[config.mk]
export PLATFORM = sky130hd
export DESIGN_NAME = vtg_mode_sequencer
export DESIGN_NICKNAME = d
export VERILOG_FILES = /design/src/rtl/vtg_mode_sequencer.sv
export SDC_FILE = /design/constraint.sdc
export NUM_CORES = 1
export LEC_CHECK = 0
export CORE_AREA = 2 2 78 80
export DETAILED_ROUTE_END_ITERATION = 6
export DIE_AREA = 0 0 80 82
export GPL_TIMING_DRIVEN = 0
export HOLD_SLACK_MARGIN = 0.05
export PLACE_DENSITY = 0.77
export SLEW_MARGIN = 20
export SYNTH_ARGS = -nofsm -noshare
export SYNTH_HDL_FRONTEND = slang
export SYNTH_SLANG_ARGS = --single-unit
[constraint.sdc]
create_clock -name clk -period 2 [get_ports clk]
set_input_delay 0.3 -clock clk [delete_from_list [all_inputs] [get_ports clk]]
set_output_delay 0.3 -clock clk [all_outputs]
set_load 0.05 [all_outputs]
[src/rtl/vtg_mode_sequencer.sv]
// vtg_mode_sequencer
//   Mode controller for the video timing generator. Holds a three-entry mode
//   table (720p, 1080p, 1440p RB), and sequences the following:
//     - PLL-lock bring-up,
//     - frame-aligned mode switches,
//     - timing-register loads,
//     - output muting,
//   so that the pixel path never sees a torn frame or mixed timings.
//
// Ports
//   clk, rst_n            pixel clock, async active-low reset
//   pll_locked            PLL lock, synchronous to clk
//   frame_end             1-cycle pulse on the last pixel of a frame
//   mode_req_valid/_id    mode-change request (id 3 is invalid)
//   mode_req_ready        request consumed on valid && ready (ACTIVE only)
//   mode_err              1-cycle pulse for an accepted id-3 request
//   mode_cur              mode currently loaded
//   busy                  high in every state but ACTIVE
//   cfg_load              1-cycle pulse, timing fields just updated
//   tg_run                timing generator enable (low = counters held at 0)
//   video_mute            force pattern output to black
//   h_*/v_*               timing fields and sync polarities of mode_cur
module vtg_mode_sequencer #(
  parameter int DEFAULT_MODE  = 2,
  parameter int SETTLE_FRAMES = 2
) (
  input  logic        clk,
  input  logic        rst_n,
  input  logic        pll_locked,
  input  logic        frame_end,
  input  logic        mode_req_valid,
  input  logic [1:0]  mode_req_id,
  output logic        mode_req_ready,
  output logic        mode_err,
  output logic [1:0]  mode_cur,
  output logic        busy,
  output logic        cfg_load,
  output logic        tg_run,
  output logic        video_mute,
  output logic [11:0] h_bporch,
  output logic [11:0] h_active,
  output logic [11:0] h_fporch,
  output logic [11:0] h_sync,
  output logic [11:0] h_total,
  output logic [11:0] v_bporch,
  output logic [11:0] v_active,
  output logic [11:0] v_fporch,
  output logic [11:0] v_sync,
  output logic [11:0] v_total,
  output logic        h_polar,
  output logic        v_polar
);

  typedef struct packed {
    logic [11:0] h_bp, h_act, h_fp, h_sy, h_tot;
    logic [11:0] v_bp, v_act, v_fp, v_sy, v_tot;
    logic        h_pol, v_pol;
  } timing_t;

  typedef enum logic [2:0] {
    WAIT_LOCK, LOAD, SETTLE, ACTIVE, DRAIN, STOP
  } state_t;

  function automatic timing_t mode_entry(input logic [1:0] m);
    case (m)
      2'd0:    return '{12'd220, 12'd1280, 12'd110, 12'd40, 12'd1650,
                        12'd20,  12'd720,  12'd5,   12'd5,  12'd750,  1'b1, 1'b1};
      2'd1:    return '{12'd148, 12'd1920, 12'd88,  12'd44, 12'd2200,
                        12'd36,  12'd1080, 12'd4,   12'd5,  12'd1125, 1'b1, 1'b1};
      default: return '{12'd40,  12'd2560, 12'd8,   12'd32, 12'd2640,
                        12'd6,   12'd1440, 12'd13,  12'd8,  12'd1467, 1'b1, 1'b0};
    endcase
  endfunction

  localparam logic [1:0] DEF   = DEFAULT_MODE[1:0];
  localparam logic [3:0] SF    = SETTLE_FRAMES[3:0];
  localparam timing_t    DEF_T = mode_entry(DEF);

  // {tg_run, video_mute, busy, mode_req_ready}, registered on state entry.
  localparam logic [3:0] OUT_IDLE   = 4'b0110;  // WAIT_LOCK, LOAD, STOP
  localparam logic [3:0] OUT_MUTED  = 4'b1110;  // SETTLE, DRAIN
  localparam logic [3:0] OUT_ACTIVE = 4'b1001;

  state_t     state;
  logic [1:0] pend_mode;
  logic [3:0] fcnt;
  timing_t    tmg;
  logic       load_go;

  // Both entries into LOAD (after lock and after STOP) copy the table entry.
  assign load_go = pll_locked && (state == WAIT_LOCK || state == STOP);

  always_ff @(posedge clk or negedge rst_n) begin
    if (!rst_n) begin
      state     <= WAIT_LOCK;
      pend_mode <= DEF;
      mode_cur  <= DEF;
      fcnt      <= '0;
      tmg       <= DEF_T;
      cfg_load  <= 1'b0;
      mode_err  <= 1'b0;
      {tg_run, video_mute, busy, mode_req_ready} <= OUT_IDLE;
    end else begin
      cfg_load <= 1'b0;
      mode_err <= 1'b0;
      if (!pll_locked && state != WAIT_LOCK) begin
        // Lock loss wins over everything; pend_mode and timing are kept so
        // an interrupted switch resumes after relock.
        state <= WAIT_LOCK;
        {tg_run, video_mute, busy, mode_req_ready} <= OUT_IDLE;
      end else begin
        if (load_go) begin
          state    <= LOAD;
          tmg      <= mode_entry(pend_mode);
          mode_cur <= pend_mode;
          cfg_load <= 1'b1;
          {tg_run, video_mute, busy, mode_req_ready} <= OUT_IDLE;
        end
        case (state)
          LOAD: begin
            fcnt <= '0;
            if (SF == 4'd0) begin
              state <= ACTIVE;
              {tg_run, video_mute, busy, mode_req_ready} <= OUT_ACTIVE;
            end else begin
              state <= SETTLE;
              {tg_run, video_mute, busy, mode_req_ready} <= OUT_MUTED;
            end
          end
          SETTLE: if (frame_end) begin
            if (fcnt + 4'd1 == SF) begin
              state <= ACTIVE;
              {tg_run, video_mute, busy, mode_req_ready} <= OUT_ACTIVE;
            end
            fcnt <= fcnt + 4'd1;
          end
          ACTIVE: if (mode_req_valid && mode_req_ready) begin
            // frame_end here is deliberately ignored: DRAIN waits for the
            // next full frame boundary.
            if (mode_req_id == 2'd3) begin
              mode_err <= 1'b1;
            end else if (mode_req_id != mode_cur) begin
              pend_mode <= mode_req_id;
              state     <= DRAIN;
              {tg_run, video_mute, busy, mode_req_ready} <= OUT_MUTED;
            end
          end
          DRAIN: if (frame_end) begin
            state <= STOP;
            {tg_run, video_mute, busy, mode_req_ready} <= OUT_IDLE;
          end
          default: ;
        endcase
      end
    end
  end

  assign h_bporch = tmg.h_bp;
  assign h_active = tmg.h_act;
  assign h_fporch = tmg.h_fp;
  assign h_sync   = tmg.h_sy;
  assign h_total  = tmg.h_tot;
  assign v_bporch = tmg.v_bp;
  assign v_active = tmg.v_act;
  assign v_fporch = tmg.v_fp;
  assign v_sync   = tmg.v_sy;
  assign v_total  = tmg.v_tot;
  assign h_polar  = tmg.h_pol;
  assign v_polar  = tmg.v_pol;

endmodule

* Word level (Yosys, flattened, before mapping)
Cells that the tools add are included. W data, S select, Z words.
Cells by class: add/sub/neg operators 1, equality and inequality tests 10, mux-type cells 54, bitwise gates (word level) 2, reductions and logical operators 12
Operators by type and width (count):
- $pmux W118 S2 | 1
- $mux W1 | 38
- $mux W3 | 8
- $pmux W1 S4 | 4
- $pmux W3 S4 | 1
- $pmux W4 S2 | 1
- $eq A3 B2 Y1 const B | 2
- $eq A3 B3 Y1 const B | 2
- $reduce_and A5 Y1 | 1
- $add A4 B1 Y4 const B | 1
- $eq A4 B2 Y1 const B | 1
- $mux W4 | 1
- $eq A3 B1 Y1 const B | 1
- $logic_and A1 B1 Y1 | 3
- $logic_not A3 Y1 | 1
- $reduce_and A3 Y1 | 1
- $reduce_bool A3 Y1 | 1
- $eq A2 B1 Y1 const B | 1
- $eq A2 B2 Y1 const B | 1
- $logic_not A2 Y1 | 1
- $ne A2 B2 Y1 | 1
- $ne A2 B2 Y1 const B | 1
- $not A1 Y1 | 2
- $reduce_and A2 Y1 | 1
- 3 further kinds | 3
Word-level totals: flip-flop bits (word level) 139, input bits 7, output and inout bits 130, logic and storage cells 101

* Longest topological paths before layout
Gate-level depths: netlist (run 1).
depth after elaboration 9, depth in mapped cells 7, depth with buffers taken out 6

* Worst setup path before layout (run 1)
Ideal clock, no wire load.
kind flip-flop to flip-flop, start point reg mode_req_ready, end point reg pend_mode[0], setup time 0.127 ns, data arrival time 1.698 ns, data required time 1.873 ns, setup slack 0.174 ns, stages on the path, launching flop included 6, path buffers 0, period minus slack after synthesis 1.826 ns, path through dfrtp_1 nand2_1 or3_1 o21bai_4 nor2_4 mux2_1
On the way: cells in the longest elaborated chain, start to end 2
Ends and longest elaborated chain:
- start, declared | line 33 | output logic mode_req_ready,
- start signal, assigned | line 102 | {tg_run, video_mute, busy, mode_req_ready} <= OUT_IDLE;
- start signal, assigned | line 110 | {tg_run, video_mute, busy, mode_req_ready} <= OUT_IDLE;
- start signal, assigned | line 117 | {tg_run, video_mute, busy, mode_req_ready} <= OUT_IDLE;
- $logic_and A1 B1 Y1 | line 137 | ACTIVE: if (mode_req_valid && mode_req_ready) begin
- $reduce_and A5 Y1 (no source line)
- end signal, assigned | line 143 | pend_mode <= mode_req_id;
- end, declared | line 85 | logic [1:0] pend_mode;
No other way between the ends. A chain may end at the register's enable or synchronous reset.

* Final worst setup path (run 1)
start point reg busy, end point out busy
RTL lines:
- start, declared | line 36 | output logic busy,
- start signal, assigned | line 102
- start signal, assigned | line 110
- start signal, assigned | line 117
No word-level cell between the ends.

==> metrics.md, run 1 <==
| Metric | Value |
|---|---|
| Maximum cell stage delay along the critical path | between 0.8 and 0.9 ns |
| Critical setup path kind | register to output port |
| Count of pins over their slew limit | 0 |
| Final setup violation count | 0 |
| Layout overhead on the synthesized area | 49.9% |
| Count of state elements after synthesis | 23 |
| Final Routed Wirelength | between 4000 and 5000 um |
| Total design power | ~2.1 mW |
| Register area share after synthesis | roughly 28% |
| Sum of overflow across all layers after global routing | 0 |
| Most common library cell in the layout ignoring fill and taps | sky130_fd_sc_hd__buf_4 |
| Dominant register cell in the synthesized netlist | sky130_fd_sc_hd__dfrtp_1 |
| Met2 global-route usage | approximately 20% |
| Number of flops mapped to enable cells by yosys | 0 |
| Most frequent cells in the layout | sky130_fd_sc_hd__buf_4 (116), sky130_fd_sc_hd__conb_1 (69), sky130_fd_sc_hd__dlygate4sd2_1 (45) |
| Largest family of logic cells by synthesized area | buffers and inverters |
| Max-cap violations | 0 |
| Endpoint kind of the worst setup timing path | output port |
| Fraction of final layout cells with drive strength greater than 1 | 34.4% |
| Average via count per standard cell | 3.84 |
| Final worst slack | 0.0528 ns |
| Synthesized instance count | 250 |
| Buffer levels on the longest clock path | 2 |
| Sequential cell area in the final layout | between 500 and 600 um^2 |
| Number of buffers added by the clock tree synthesis step | 3 |
| Area fraction in and, or, nand and nor cells after synthesis | between 10 and 15% |
| RSZ-0062 raised after global routing | no |
| Unique cell type count in the Yosys netlist | 38 |
| Worst clock skew | approximately 0.0087 ns |
| Multi-input gate area in the final layout | between 800 and 900 um^2 |
| CP cell instances | clkdlybuf4s50_1 |
| Met3 track utilization from global routing | under 10% |
| Insertion delay of the later-clocked pin in the worst-skew pair | about 0.27 ns |
| Library cell with the largest summed area after synthesis | sky130_fd_sc_hd__buf_4 |
| Transition time of the tightest slew-check pin | approximately 0.53 ns |
| Antenna Violating Nets Remaining | 0 |
| Initial antenna violation count | 0 |
| TritonRoute pass-1 iters | 5 |
| Synthesized-area fraction occupied by ao, oa, aoi and oai cells | 13.7% |
| Fill count | around 550 |
| Data required time at the worst endpoint | 1.70 ns |
| I/O pin cnt | between 100 and 150 |
| Number of violations reported at the end of detailed-routing iteration 0 | 80 |
| Slowest cell on the critical path | sky130_fd_sc_hd__clkdlybuf4s50_1 |
| Post-Syn Area | between 0.002 and 0.0025 mm^2 |
| Die footprint | approximately 0.0066 mm^2 |
| Count of vias placed by the detailed router | roughly 1800 |
| Mean area per synthesized cell | about 8.3 um^2 |
| Final worst path period share | approximately 97% |
| Vert. Die Dim | between 80 and 90 um |
| Ant. Diodes | 0 |
| Status | complete, no violations |
| DIE WIDTH | about 80 um |
| Worst-case hold slack | about 0.49 ns |
| Htree depth | 1 |
| Power per cell area | between 600 and 700 mW/mm^2 |
| Peak ir drop on the vdd network | between 0.3 and 0.4 mV |
| Layout Utilization | 54.2% |
| Area share of the leading cell type in the synthesized netlist | 41.9% |
| Arrival time of data at the critical path endpoint | ~1.7 ns |
| Clock-pin slew on the worst setup and hold paths | around 0.090 ns |
| Most utilized layer in the global route result | met2 |
| HPWL Detailed | between 3000 and 4000 um |
| Floorplan core area | around 0.0057 mm^2 |
| GRT Overall Usage | between 10% and 20% |
| Maximum fanout encountered on the critical timing path | 4 |
| Largest net degree at the start of global routing | 24 |
| Post-synthesis mux area share | 1.08% |
| Weighted congestion reported at the end of routability-driven placement | approximately 0.83 |
| Type of the worst min-delay path | register to register |
| Proportion of synthesized flip-flops having asynchronous set or reset | 100% |
| Cell types with the largest area share after synthesis | sky130_fd_sc_hd__buf_4 (42%), sky130_fd_sc_hd__dfrtp_1 (19%), sky130_fd_sc_hd__dfstp_2 (8.9%), sky130_fd_sc_hd__nand2_1 (3.4%), sky130_fd_sc_hd__a21oi_1 (3.1%) |
| Starting density of the core | between 30 and 40% |
| Synthesized-area fraction occupied by xor and xnor cells | less than 1% |
| Clock tree from TritonCTS | built |
| Post-DR wirelength/cell | a little over 9 um |
| Final Hold Viols | 0 |
| Dpl cells | 459 |
| Leakage power summed over all cells | 1.81 nW |
| Global-route wire length before repair | between 6000 and 7000 um |
| Number of buffer and inverter stages on the critical path | 1 |
| Rel. slew slack | between 60% and 70% |
| Total of buffers placed on input and output ports | 67 |
| Number of warnings issued by yosys | 0 |
| Count of unresolved DRC violations after routing | 0 |
| Global routing met1 resource utilization | 13.6% |
| Count of buffers added by post-CTS timing repair for setup | 0 |
| Number of sinks on the clock net | 23 |
| Post-route insts no fill | 464 |
| Cell class contributing the biggest share of worst-path delay | buffers and inverters |
| Total number of nets in the final design | between 300 and 400 |
| Root buffer cell | sky130_fd_sc_hd__clkbuf_8 |
| Critical path launch point type | register |
| Final critical delay including setup and external delays | between 1.5 and 2 ns |
| Core Rows | 28 |
| Post-synthesis adder-cell area fraction | about 1.2% |
| Post-Place Worst Slack | -0.0211 ns |
| Fmax | between 0.5 and 0.6 GHz |
| Number of global-route vias before repair | 1506 |
==> metrics by stage <==
step | setup TNS, ns | area (um^2)
2_1_floorplan | 0 | 2330
3_3_place_gp | -0.0480 | 3090
3_5_place_dp | -0.0620 | 3090
4_1_cts | 0 | 3090
5_1_grt | 0 | 3110
6_report | 0 | 3110
==> synthesized netlist by cell type (3+ instances only) <==
cell,number
sky130_fd_sc_hd__a21o_1,3
sky130_fd_sc_hd__inv_1,8
sky130_fd_sc_hd__nand2b_1,5
sky130_fd_sc_hd__nand2_1,19
sky130_fd_sc_hd__nor2_1,10
sky130_fd_sc_hd__o21ai_0,9
sky130_fd_sc_hd__dfstp_2,7
sky130_fd_sc_hd__a31oi_1,3
sky130_fd_sc_hd__buf_4,116
sky130_fd_sc_hd__a21oi_1,13
sky130_fd_sc_hd__dfrtp_1,16
sky130_fd_sc_hd__clkbuf_1,3
sky130_fd_sc_hd__nand3_1,5
sky130_fd_sc_hd__nor3_1,4
==> layer usage <==
metal,up-vias,wire length (um)
met3,4,538
met1,753,1690
met4,0,36
met5,-,0
met2,113,1970
li1,912,-
==> sequential cells by signal, indices dropped and copies added (netlist names) <==
name,flops
mode_err,1
tg_run,1
video_mute,1
h_total,1
state,3
mode_req_ready,1
h_fporch,1
mode_cur,2
h_active,3
v_bporch,1
busy,1
cfg_load,1
pend_mode,2
fcnt,4
==> worst reg2reg max path: cells and delay by family (launching register included) <==
family | cells | cell delay (ns)
multiplexers | 1 | 0.32
AO/OA/AOI/OAI | 1 | 0.23
AND/OR/NAND/NOR | 3 | 0.81
flip-flops | 1 | 0.39
==> final timing paths <==
path / endpoint / slack (ns) / depth (start not counted) / startpoint
setup reg to reg: pend_mode[0] / 0.12 / 5 / state[2]
setup / recovery: busy / 0.05 / 1 / busy
hold reg to reg: h_total[9] / 0.49 / 1 / pend_mode[0]
min in group asynchronous: h_active[7] / 0.56 / 2 / rst_n
hold / removal: h_total[9] / 0.49 / 1 / pend_mode[0]
max in group asynchronous: video_mute / 1.07 / 2 / rst_n
==> cell families (layout without fill, tap and decap cells) <==
| kind of cell | Yosys count | count (layout) |
|---|---|---|
| buffers and inverters | 129 | 201 |
| and+or+nand+nor | 48 | 48 |
| AOI/OAI and AO/OA | 43 | 43 |
| DFF | 23 | 23 |
| adders and majority gates | 2 | 2 |
| other | 2 | 69 |
| muxes | 2 | 2 |
| xor gates and xnor gates | 1 | 1 |
==> layout make-up <==
type                    instances  area share (%)
plain buffers                 120            28.5
clock buffers                   3            1.33
clock inverters                 1           0.241
inverters                       9            1.09
multi-input cells             165            26.6
flip-flops and latches         23            18.8
well taps                      75            3.01
repair buffers                 68            20.5
==> power by group <==
part           leakage [nW]  internal, mW  switching [mW]  total, mW
logic                  1.50         0.381           0.886       1.27
clock network        0.0217         0.141           0.157      0.298
registers             0.287         0.505          0.0507      0.555
==> timing repair <==
action                                 in CTS  in global routing
setup endpoints to repair                  45                 11
resized for setup                          45                  8
hold buffers                                0                  1
endpoints found under the hold margin       0                 12
(Power assumes the default switching activity.)
==> run 2: changes to the inputs <==
ABC_AREA = 1   (was unset)
==> metrics.md, run 2 <==
| Metric | Value |
|---|---|
| Root buffer cell | sky130_fd_sc_hd__clkbuf_8 (unchanged) |
| Proportion of synthesized flip-flops having asynchronous set or reset | 100% (unchanged) |
| Worst clock skew | 0.00386 ns (was 0.00865 ns) |
| DIE WIDTH | 80 um (unchanged) |
| Type of the worst min-delay path | register to register (unchanged) |
| Most frequent cells in the layout | sky130_fd_sc_hd__buf_4 (117), sky130_fd_sc_hd__conb_1 (69), sky130_fd_sc_hd__dlygate4sd2_1 (45) (was sky130_fd_sc_hd__buf_4 (116), sky130_fd_sc_hd__conb_1 (69), sky130_fd_sc_hd__dlygate4sd2_1 (45)) |
| Buffer levels on the longest clock path | 2 (unchanged) |
| Clock-pin slew on the worst setup and hold paths | 0.09 ns (about the same) |
| Hold Path End | mode_cur[1] (was h_total[9]) |
| Core Rows | 28 (unchanged) |
| Cells on worst reg2reg path | 7 (was 5) |
| Cell types with the largest area share after synthesis | sky130_fd_sc_hd__buf_4 (43%), sky130_fd_sc_hd__dfrtp_1 (19%), sky130_fd_sc_hd__dfstp_2 (8.9%), sky130_fd_sc_hd__nand2_1 (7.1%), sky130_fd_sc_hd__nor2_1 (2.7%) (was sky130_fd_sc_hd__buf_4 (42%), sky130_fd_sc_hd__dfrtp_1 (19%), sky130_fd_sc_hd__dfstp_2 (8.9%), sky130_fd_sc_hd__nand2_1 (3.4%), sky130_fd_sc_hd__a21oi_1 (3.1%)) |
| Ant. Diodes | 0 (unchanged) |
| Number of warnings issued by yosys | 0 (unchanged) |
| Number of buffer and inverter stages on the critical path | 1 (unchanged) |
| Fraction of final layout cells with drive strength greater than 1 | 37.2% (was 34.4%) |
| Area share of the leading cell type in the synthesized netlist | 42.6% (was 41.9%) |
| Insertion delay of the later-clocked pin in the worst-skew pair | 0.27 ns (about the same) |
| Global-route wire length before repair | 6150 um (was 6270 um) |
| Number of buffers added by the clock tree synthesis step | 3 (unchanged) |
| Clock share of power | 6.4% (was 14.1%) |
| Count of unresolved DRC violations after routing | 0 (unchanged) |
| Register area share after synthesis | 28.3% (was 28.1%) |
| Internal portion of total power | 1.88 mW (was 1.03 mW) |
| Largest net degree at the start of global routing | 24 (unchanged) |
| Fill count | 572 (was 551) |
| CP cell instances | clkdlybuf4s50_1 (unchanged) |
| Leakage power summed over all cells | 1.89 nW (was 1.81 nW) |
| Critical setup path kind | register to output port (unchanged) |
| Final worst path period share | 95.4% (was 97.4%) |
| Most numerous cell in the Yosys netlist | sky130_fd_sc_hd__buf_4 (unchanged) |
| Number of violations reported at the end of detailed-routing iteration 0 | 46 (was 80) |
| Synthesized-area fraction occupied by xor and xnor cells | 0.425% (was 0.422%) |
| Floorplan core area | 0.00575 mm^2 (unchanged) |
| Number of flip-flops in the largest register | 4 (unchanged) |
| Post-synthesis mux area share | 0.485% (was 1.08%) |
| Post-DR wirelength/cell | 8.45 um (was 9.13 um) |
| Post-synthesis adder-cell area fraction | 1.21% (was 1.20%) |
| Final Hold Viols | 0 (unchanged) |
| Largest family of logic cells by synthesized area | buffers and inverters (unchanged) |
| Comb power frac | 76.4% (was 59.8%) |
| Commonest cells in the synthesized netlist | sky130_fd_sc_hd__buf_4 (117), sky130_fd_sc_hd__nand2_1 (39), sky130_fd_sc_hd__dfrtp_1 (16) (was sky130_fd_sc_hd__buf_4 (116), sky130_fd_sc_hd__nand2_1 (19), sky130_fd_sc_hd__dfrtp_1 (16)) |
| Dominant register cell in the synthesized netlist | sky130_fd_sc_hd__dfrtp_1 (unchanged) |
| GRT Overall Usage | 11.7% (was 11.8%) |
| Sum of overflow across all layers after global routing | 0 (unchanged) |
| Max-cap violations | 0 (unchanged) |
| Die footprint | 0.00656 mm^2 (unchanged) |
| Peak ir drop on the vdd network | 0.960 mV (was 0.378 mV) |
| Top reg by flops | fcnt (unchanged) |
| Starting density of the core | 35.9% (was 36.1%) |
| Count of vias placed by the detailed router | 1703 (was 1782) |
| Weighted congestion reported at the end of routability-driven placement | 0.850 (was 0.834) |
| Final critical delay including setup and external delays | 1.91 ns (was 1.95 ns) |
| Count of state elements after synthesis | 23 (unchanged) |
| Status | complete, no violations (unchanged) |
| Rel. slew slack | 64.9% (was 64.8%) |
| Arrival time of data at the critical path endpoint | 1.61 ns (was 1.65 ns) |
| Setup slack of the worst register-to-register path | 0.54 ns (was 0.12 ns) |
| Cell class contributing the biggest share of worst-path delay | buffers and inverters (unchanged) |
| Final-layout setup total negative slack | 0 ns (unchanged) |
| Number of flops mapped to enable cells by yosys | 0 (unchanged) |
| Most common library cell in the layout ignoring fill and taps | sky130_fd_sc_hd__buf_4 (unchanged) |
| Count of pins over their slew limit | 0 (unchanged) |
| HPWL Detailed | 3290 um (was 3370 um) |
| Beginning of the worst register-to-register path | state[2] (unchanged) |
| Total number of nets in the final design | 408 (was 399) |
| Data required time at the worst endpoint | 1.70 ns (about the same) |
| Number of sinks on the clock net | 23 (unchanged) |
| Reg-to-reg endpoint | fcnt[1] (was pend_mode[0]) |
| Unique cell type count in the Yosys netlist | 28 (was 38) |
| Number of global-route vias before repair | 1368 (was 1506) |
| Antenna Violating Nets Remaining | 0 (unchanged) |
| Slowest cell on the critical path | sky130_fd_sc_hd__clkdlybuf4s50_1 (unchanged) |
| Final Routed Wirelength | 4000 um (was 4240 um) |
| Count of buffers added by post-CTS timing repair for setup | 0 (unchanged) |
| Mean area per synthesized cell | 7.96 um^2 (was 8.31 um^2) |
| Total of buffers placed on input and output ports | 67 (unchanged) |
| Final setup violation count | 0 (unchanged) |
| Vert. Die Dim | 82 um (unchanged) |
| Critical path launch point type | register (unchanged) |
| Switching power of the nets | 2.69 mW (was 1.09 mW) |
| Post-Syn Area | 0.00206 mm^2 (was 0.00208 mm^2) |
| Layout overhead on the synthesized area | 50.1% (was 49.9%) |
| Maximum fanout encountered on the critical timing path | 2 (was 4) |
| TritonRoute pass-1 iters | 4 (was 5) |
| Hold Path Stages | 2 (was 1) |
| Average via count per standard cell | 3.60 (was 3.84) |
| Fmax | 0.524 GHz (was 0.514 GHz) |
| Power per cell area | 1480 mW/mm^2 (was 681 mW/mm^2) |
| Initial antenna violation count | 0 (unchanged) |
| Area fraction in and, or, nand and nor cells after synthesis | 16.8% (was 10.7%) |
| Synthesized-area fraction occupied by ao, oa, aoi and oai cells | 6.67% (was 13.7%) |
| Htree depth | 1 (unchanged) |
| Switching part of the total power | 58.9% (was 51.6%) |
| Synthesized instance count | 259 (was 250) |
| Transition time of the tightest slew-check pin | 0.526 ns (was 0.528 ns) |
| Part of the total power dissipated in sequential elements | 17.2% (was 26.2%) |
| RSZ-0062 raised after global routing | no (unchanged) |
| Clock tree from TritonCTS | built (unchanged) |
| Maximum cell stage delay along the critical path | 0.80 ns (was 0.81 ns) |
| Hold path startpoint | mode_cur[1] (was pend_mode[0]) |
| Worst-case hold slack | 0.496 ns (was 0.487 ns) |
| Endpoint kind of the worst setup timing path | output port (unchanged) |
| I/O pin cnt | 137 (unchanged) |
| Library cell with the largest summed area after synthesis | sky130_fd_sc_hd__buf_4 (unchanged) |
[run 2: changes by cell type after synthesis, sizes merged, moves of 3 or more]
cell | before | now
nand2b | 5 | 0
a31oi | 3 | 0
clkbuf | 3 | 0
nand2 | 19 | 43
a21oi | 13 | 9
o21ai | 10 | 6
inv | 9 | 17
nor2 | 11 | 18
[run 2: logic make-up after synthesis]
family | after synthesis
AOI/OAI and AO/OA | 21
xor gates and xnor gates | 1
adders and majority gates | 2
buffers and inverters | 134
DFF | 23
muxes | 1
other | 2
and+or+nand+nor | 75
[run 2: cell type report]
cell class | instances | area [um^2] | area share [%]
plain buffers | 117 | 878 | 28.4
clock buffers | 3 | 41.3 | 1.33
clock inverters | 1 | 5.00 | 0.162
inverters | 17 | 63.8 | 2.06
multi-input cells | 169 | 787 | 25.4
flip-flops and latches | 23 | 584 | 18.9
well taps | 75 | 93.8 | 3.03
repair buffers | 68 | 642 | 20.7
[run 2: what timing repair did]
action	CTS	global route
setup endpoints to repair	45	9
hold endpoints to repair	0	16
hold buffers	0	1
gates resized for setup	45	9
[run 2: worst max path at each step]
| stage | from | to | slack (ns) | cells past startpoint |
|---|---|---|---|---|
| after detailed placement | h_active[10] | h_fporch[6] | 0.15 | 2 |
| final | video_mute | video_mute | 0.09 | 1 |
| after global placement | h_active[10] | h_fporch[6] | 0.17 | 2 |
| after floorplan | mode_req_ready | state[2] | 0.55 | 6 |
| after CTS | h_fporch[5] | h_bporch[6] | 0.01 | 1 |
| after global routing | h_active[10] | v_sync[0] | 0.01 | 2 |
[run 2: per-layer routing]
metal | up-vias | GRT usage, % | wire length, um
li1 | 901 | - | -
met1 | 697 | 14.8 | 1630
met2 | 100 | 19.1 | 1800
met3 | 5 | 4.18 | 529
met4 | 0 | 2.54 | 36
met5 | - | 0 | 0
[run 2: through the flow]
stage	instance area [um^2]	setup WS [ns]	std cells	util [%]	total power, mW
after global placement	3080	0.168	468	53.6	4.50
after floorplan	2310	0.550	326	-	3.59
after detailed placement	3080	0.148	468	53.6	4.54
after global routing	3100	0.0132	473	53.9	4.83
final	3100	0.0920	473	53.9	4.57
after CTS	3070	0.0101	472	53.4	4.61
[run 2: power groups by stage]
stage	clock [mW]	sequential (mW)	combinational, mW
floorplan	0	1.08	2.52
global placement	0	0.798	3.70
detailed placement	0	0.804	3.73
CTS	0.303	0.796	3.51
global route	0.323	0.833	3.67
finish	0.294	0.785	3.49
==> run 3: changes to the inputs <==
CORE_AREA = 5 5 86 88   (was 2 2 78 80)
DIE_AREA = 0 0 91 93   (was 0 0 80 82)
PLACE_DENSITY = 0.72   (was 0.77)
TNS_END_PERCENT = 100   (was unset)
clock period = 1.6 ns   (was 2 ns; I/O delays follow)
==> metrics.md, run 3 (synthesis results as in run 2) <==
| Metric | Value |
|---|---|
| Number of buffer and inverter stages on the critical path | 1 (unchanged) |
| Total of buffers placed on input and output ports | 67 (unchanged) |
| Largest net degree at the start of global routing | 24 (unchanged) |
| Critical path launch point type | register (unchanged) |
| Dpl cells | 473 (was 468) |
| DIE WIDTH | 91 um (was 80 um) |
| Setup slack of the worst register-to-register path | 0.16 ns (was 0.54 ns) |
| Insertion delay of the later-clocked pin in the worst-skew pair | 0.26 ns (was 0.27 ns) |
| Global-route wire length before repair | 7130 um (was 6150 um) |
| Final setup violation count | 0 (unchanged) |
| Status | complete, no violations (unchanged) |
| Internal portion of total power | 2.32 mW (was 1.88 mW) |
| Average via count per standard cell | 3.58 (was 3.60) |
| Global routing met1 resource utilization | 12.7% (was 14.8%) |
| CP cell instances | clkdlybuf4s15_1 (was clkdlybuf4s50_1) |
| Clock-pin slew on the worst setup and hold paths | 0.08 ns (was 0.09 ns) |
| Count of unresolved DRC violations after routing | 0 (unchanged) |
| Post-route insts no fill | 478 (was 473) |
| Most utilized layer in the global route result | met2 (unchanged) |
| Total design power | 5.71 mW (was 4.57 mW) |
| HPWL Detailed | 3770 um (was 3290 um) |
| Root buffer cell | sky130_fd_sc_hd__clkbuf_8 (unchanged) |
| Total number of nets in the final design | 408 (unchanged) |
| Power per cell area | 1870 mW/mm^2 (was 1480 mW/mm^2) |
| Final critical delay including setup and external delays | ~1.5 ns |
| Final Routed Wirelength | 4460 um (was 4000 um) |
| Total non-filler cell area in the finished layout | 0.00306 mm^2 (was 0.00310 mm^2) |
| Clock tree from TritonCTS | built (unchanged) |
| Number of flip-flops in the largest register | 4 (unchanged) |
| RSZ-0062 raised after global routing | no (unchanged) |
| Number of sinks on the clock net | 23 (unchanged) |
| Leakage power summed over all cells | 1.74 nW (was 1.89 nW) |
| Slowest cell on the critical path | sky130_fd_sc_hd__dfstp_2 (was sky130_fd_sc_hd__clkdlybuf4s50_1) |
| Fraction of final layout cells with drive strength greater than 1 | 51.5% (was 37.2%) |
| Part of the total power dissipated in sequential elements | 17.4% (was 17.2%) |
| Maximum fanout encountered on the critical timing path | 2 (unchanged) |
| Post-DR wirelength/cell | 9.34 um (was 8.45 um) |
| Ant. Diodes | 0 (unchanged) |
| Final worst slack | 0.0546 ns (was 0.0920 ns) |
| Critical setup path kind | register to output port (unchanged) |
| Comb power frac | 76.3% (was 76.4%) |
| Clock share of power | 6.3% (was 6.4%) |
| Buffer levels on the longest clock path | 2 (unchanged) |
| Post-Place Worst Slack | -0.191 ns (was 0.148 ns) |
| Switching part of the total power | 59.4% (was 58.9%) |
| Worst clock skew | 0.00364 ns (was 0.00386 ns) |
| Met3 track utilization from global routing | 4.02% (was 4.18%) |
| Cells on worst reg2reg path | 7 (unchanged) |
| Data required time at the worst endpoint | 1.36 ns (was 1.70 ns) |
| Initial antenna violation count | 0 (unchanged) |
| Maximum cell stage delay along the critical path | 0.54 ns (was 0.80 ns) |
| Rel. slew slack | 66.0% (was 64.9%) |
| Switching power of the nets | 3.39 mW (was 2.69 mW) |
| Type of the worst min-delay path | input port to async pin (was register to register) |
| Starting density of the core | 31.4% (was 35.9%) |
| Peak ir drop on the vdd network | 1.39 mV (was 0.960 mV) |
| TritonRoute pass-1 iters | 4 (unchanged) |
| Most frequent cells in the layout | sky130_fd_sc_hd__buf_4 (118), sky130_fd_sc_hd__conb_1 (69), sky130_fd_sc_hd__nand2_1 (39) (was sky130_fd_sc_hd__buf_4 (117), sky130_fd_sc_hd__conb_1 (69), sky130_fd_sc_hd__dlygate4sd2_1 (45)) |
| Arrival time of data at the critical path endpoint | 1.31 ns (was 1.61 ns) |
| Cell class contributing the biggest share of worst-path delay | flip-flops (was buffers and inverters) |
| Top reg by flops | fcnt (unchanged) |
| Count of vias placed by the detailed router | 1711 (was 1703) |
| Cell area reported after detailed placement | 0.00308 mm^2 (about the same) |
| Number of violations reported at the end of detailed-routing iteration 0 | 57 (was 46) |
| GRT Overall Usage | 9.85% (was 11.7%) |
| Core Rows | 30 (was 28) |
| Transition time of the tightest slew-check pin | 0.511 ns (was 0.526 ns) |
| I/O pin cnt | 137 (unchanged) |
| Fmax | ~0.65 GHz |
| Vert. Die Dim | 93 um (was 82 um) |
| Most common library cell in the layout ignoring fill and taps | sky130_fd_sc_hd__buf_4 (unchanged) |
| Met2 global-route usage | 16.3% (was 19.1%) |
| Final Hold Viols | 0 (unchanged) |
| Htree depth | 1 (unchanged) |
| Count of pins over their slew limit | 0 (unchanged) |
| Number of buffers added by the clock tree synthesis step | 3 (unchanged) |
| Die footprint | 0.00846 mm^2 (was 0.00656 mm^2) |
| Final worst path period share | between 90% and 100% |
| Layout overhead on the synthesized area | 48.4% (was 50.1%) |
| Stages on the worst setup path | 1 (unchanged) |
| Endpoint kind of the worst setup timing path | output port (unchanged) |
| Antenna Violating Nets Remaining | 0 (unchanged) |
| Floorplan core area | 0.00657 mm^2 (was 0.00575 mm^2) |
| Number of global-route vias before repair | 1530 (was 1368) |
| Max-cap violations | 0 (unchanged) |
| Weighted congestion reported at the end of routability-driven placement | 0.845 (was 0.850) |
| Sum of overflow across all layers after global routing | 0 (unchanged) |
run 3: changes by cell type in the layout (fill, tap and decap cells not counted):
cell / before / now
sky130_fd_sc_hd__dlygate4sd2_1: 45 / 5
sky130_fd_sc_hd__clkdlybuf4s15_2: 0 / 31
sky130_fd_sc_hd__buf_2: 1 / 20
sky130_fd_sc_hd__dlymetal6s2s_1: 9 / 0
sky130_fd_sc_hd__clkdlybuf4s50_1: 12 / 5
sky130_fd_sc_hd__clkbuf_2: 0 / 3
sky130_fd_sc_hd__dfrtp_1: 16 / 13
sky130_fd_sc_hd__dfrtp_2: 0 / 3
sky130_fd_sc_hd__clkdlybuf4s15_1: 0 / 2
sky130_fd_sc_hd__buf_4: 117 / 118
run 3: through the flow:
step / utilization, % / hold slack (ns) / setup TNS (ns)
floorplan: - / -0.0556 / 0
global placement: 47.0 / 0.474 / -5.92
detailed placement: 47.0 / 0.484 / -6.90
CTS: 47.1 / 0.497 / 0
global route: 46.6 / 0.534 / 0
finish: 46.6 / 0.489 / 0
run 3: power groups by stage:
stage / Sequential (mW) / Combinational, mW / Clock, mW
2_1_floorplan: 1.35 / 3.14 / 0
3_3_place_gp: 0.995 / 4.66 / 0
3_5_place_dp: 1.01 / 4.70 / 0
4_1_cts: 0.999 / 4.40 / 0.377
5_1_grt: 1.04 / 4.58 / 0.412
6_report: 0.994 / 4.36 / 0.359
run 3: final timing paths:
path                              from          end
setup / recovery                  busy         busy
min in group clk           mode_cur[1]  mode_cur[1]
max in group asynchronous        rst_n      fcnt[0]
hold / removal                   rst_n     state[2]
hold reg to reg            mode_cur[1]  mode_cur[1]
setup reg to reg              state[2]      fcnt[3]
run 3: timing repair:
item,4_1_cts,5_1_grt
setup buffers,0,0
hold endpoints to repair,0,16
hold buffers,0,1
endpoints found under the setup margin,61,21
resized for setup,192,19
run 3: layout make-up:
type	count	area (um^2)
fillers	653	3510
plain buffers	117	878
multi-input cells	169	787
repair buffers	68	596
flip-flops and latches	23	588
well taps	80	100
inverters	17	63.8
clock buffers	3	41.3
clock inverters	1	5.00
run 3: routing by layer:
metal  share of wire (%)  up-vias
met5                   0        -
met3                  12        2
met2                  45       96
met4                0.13        0
li1                    -      901
met1                  42      712
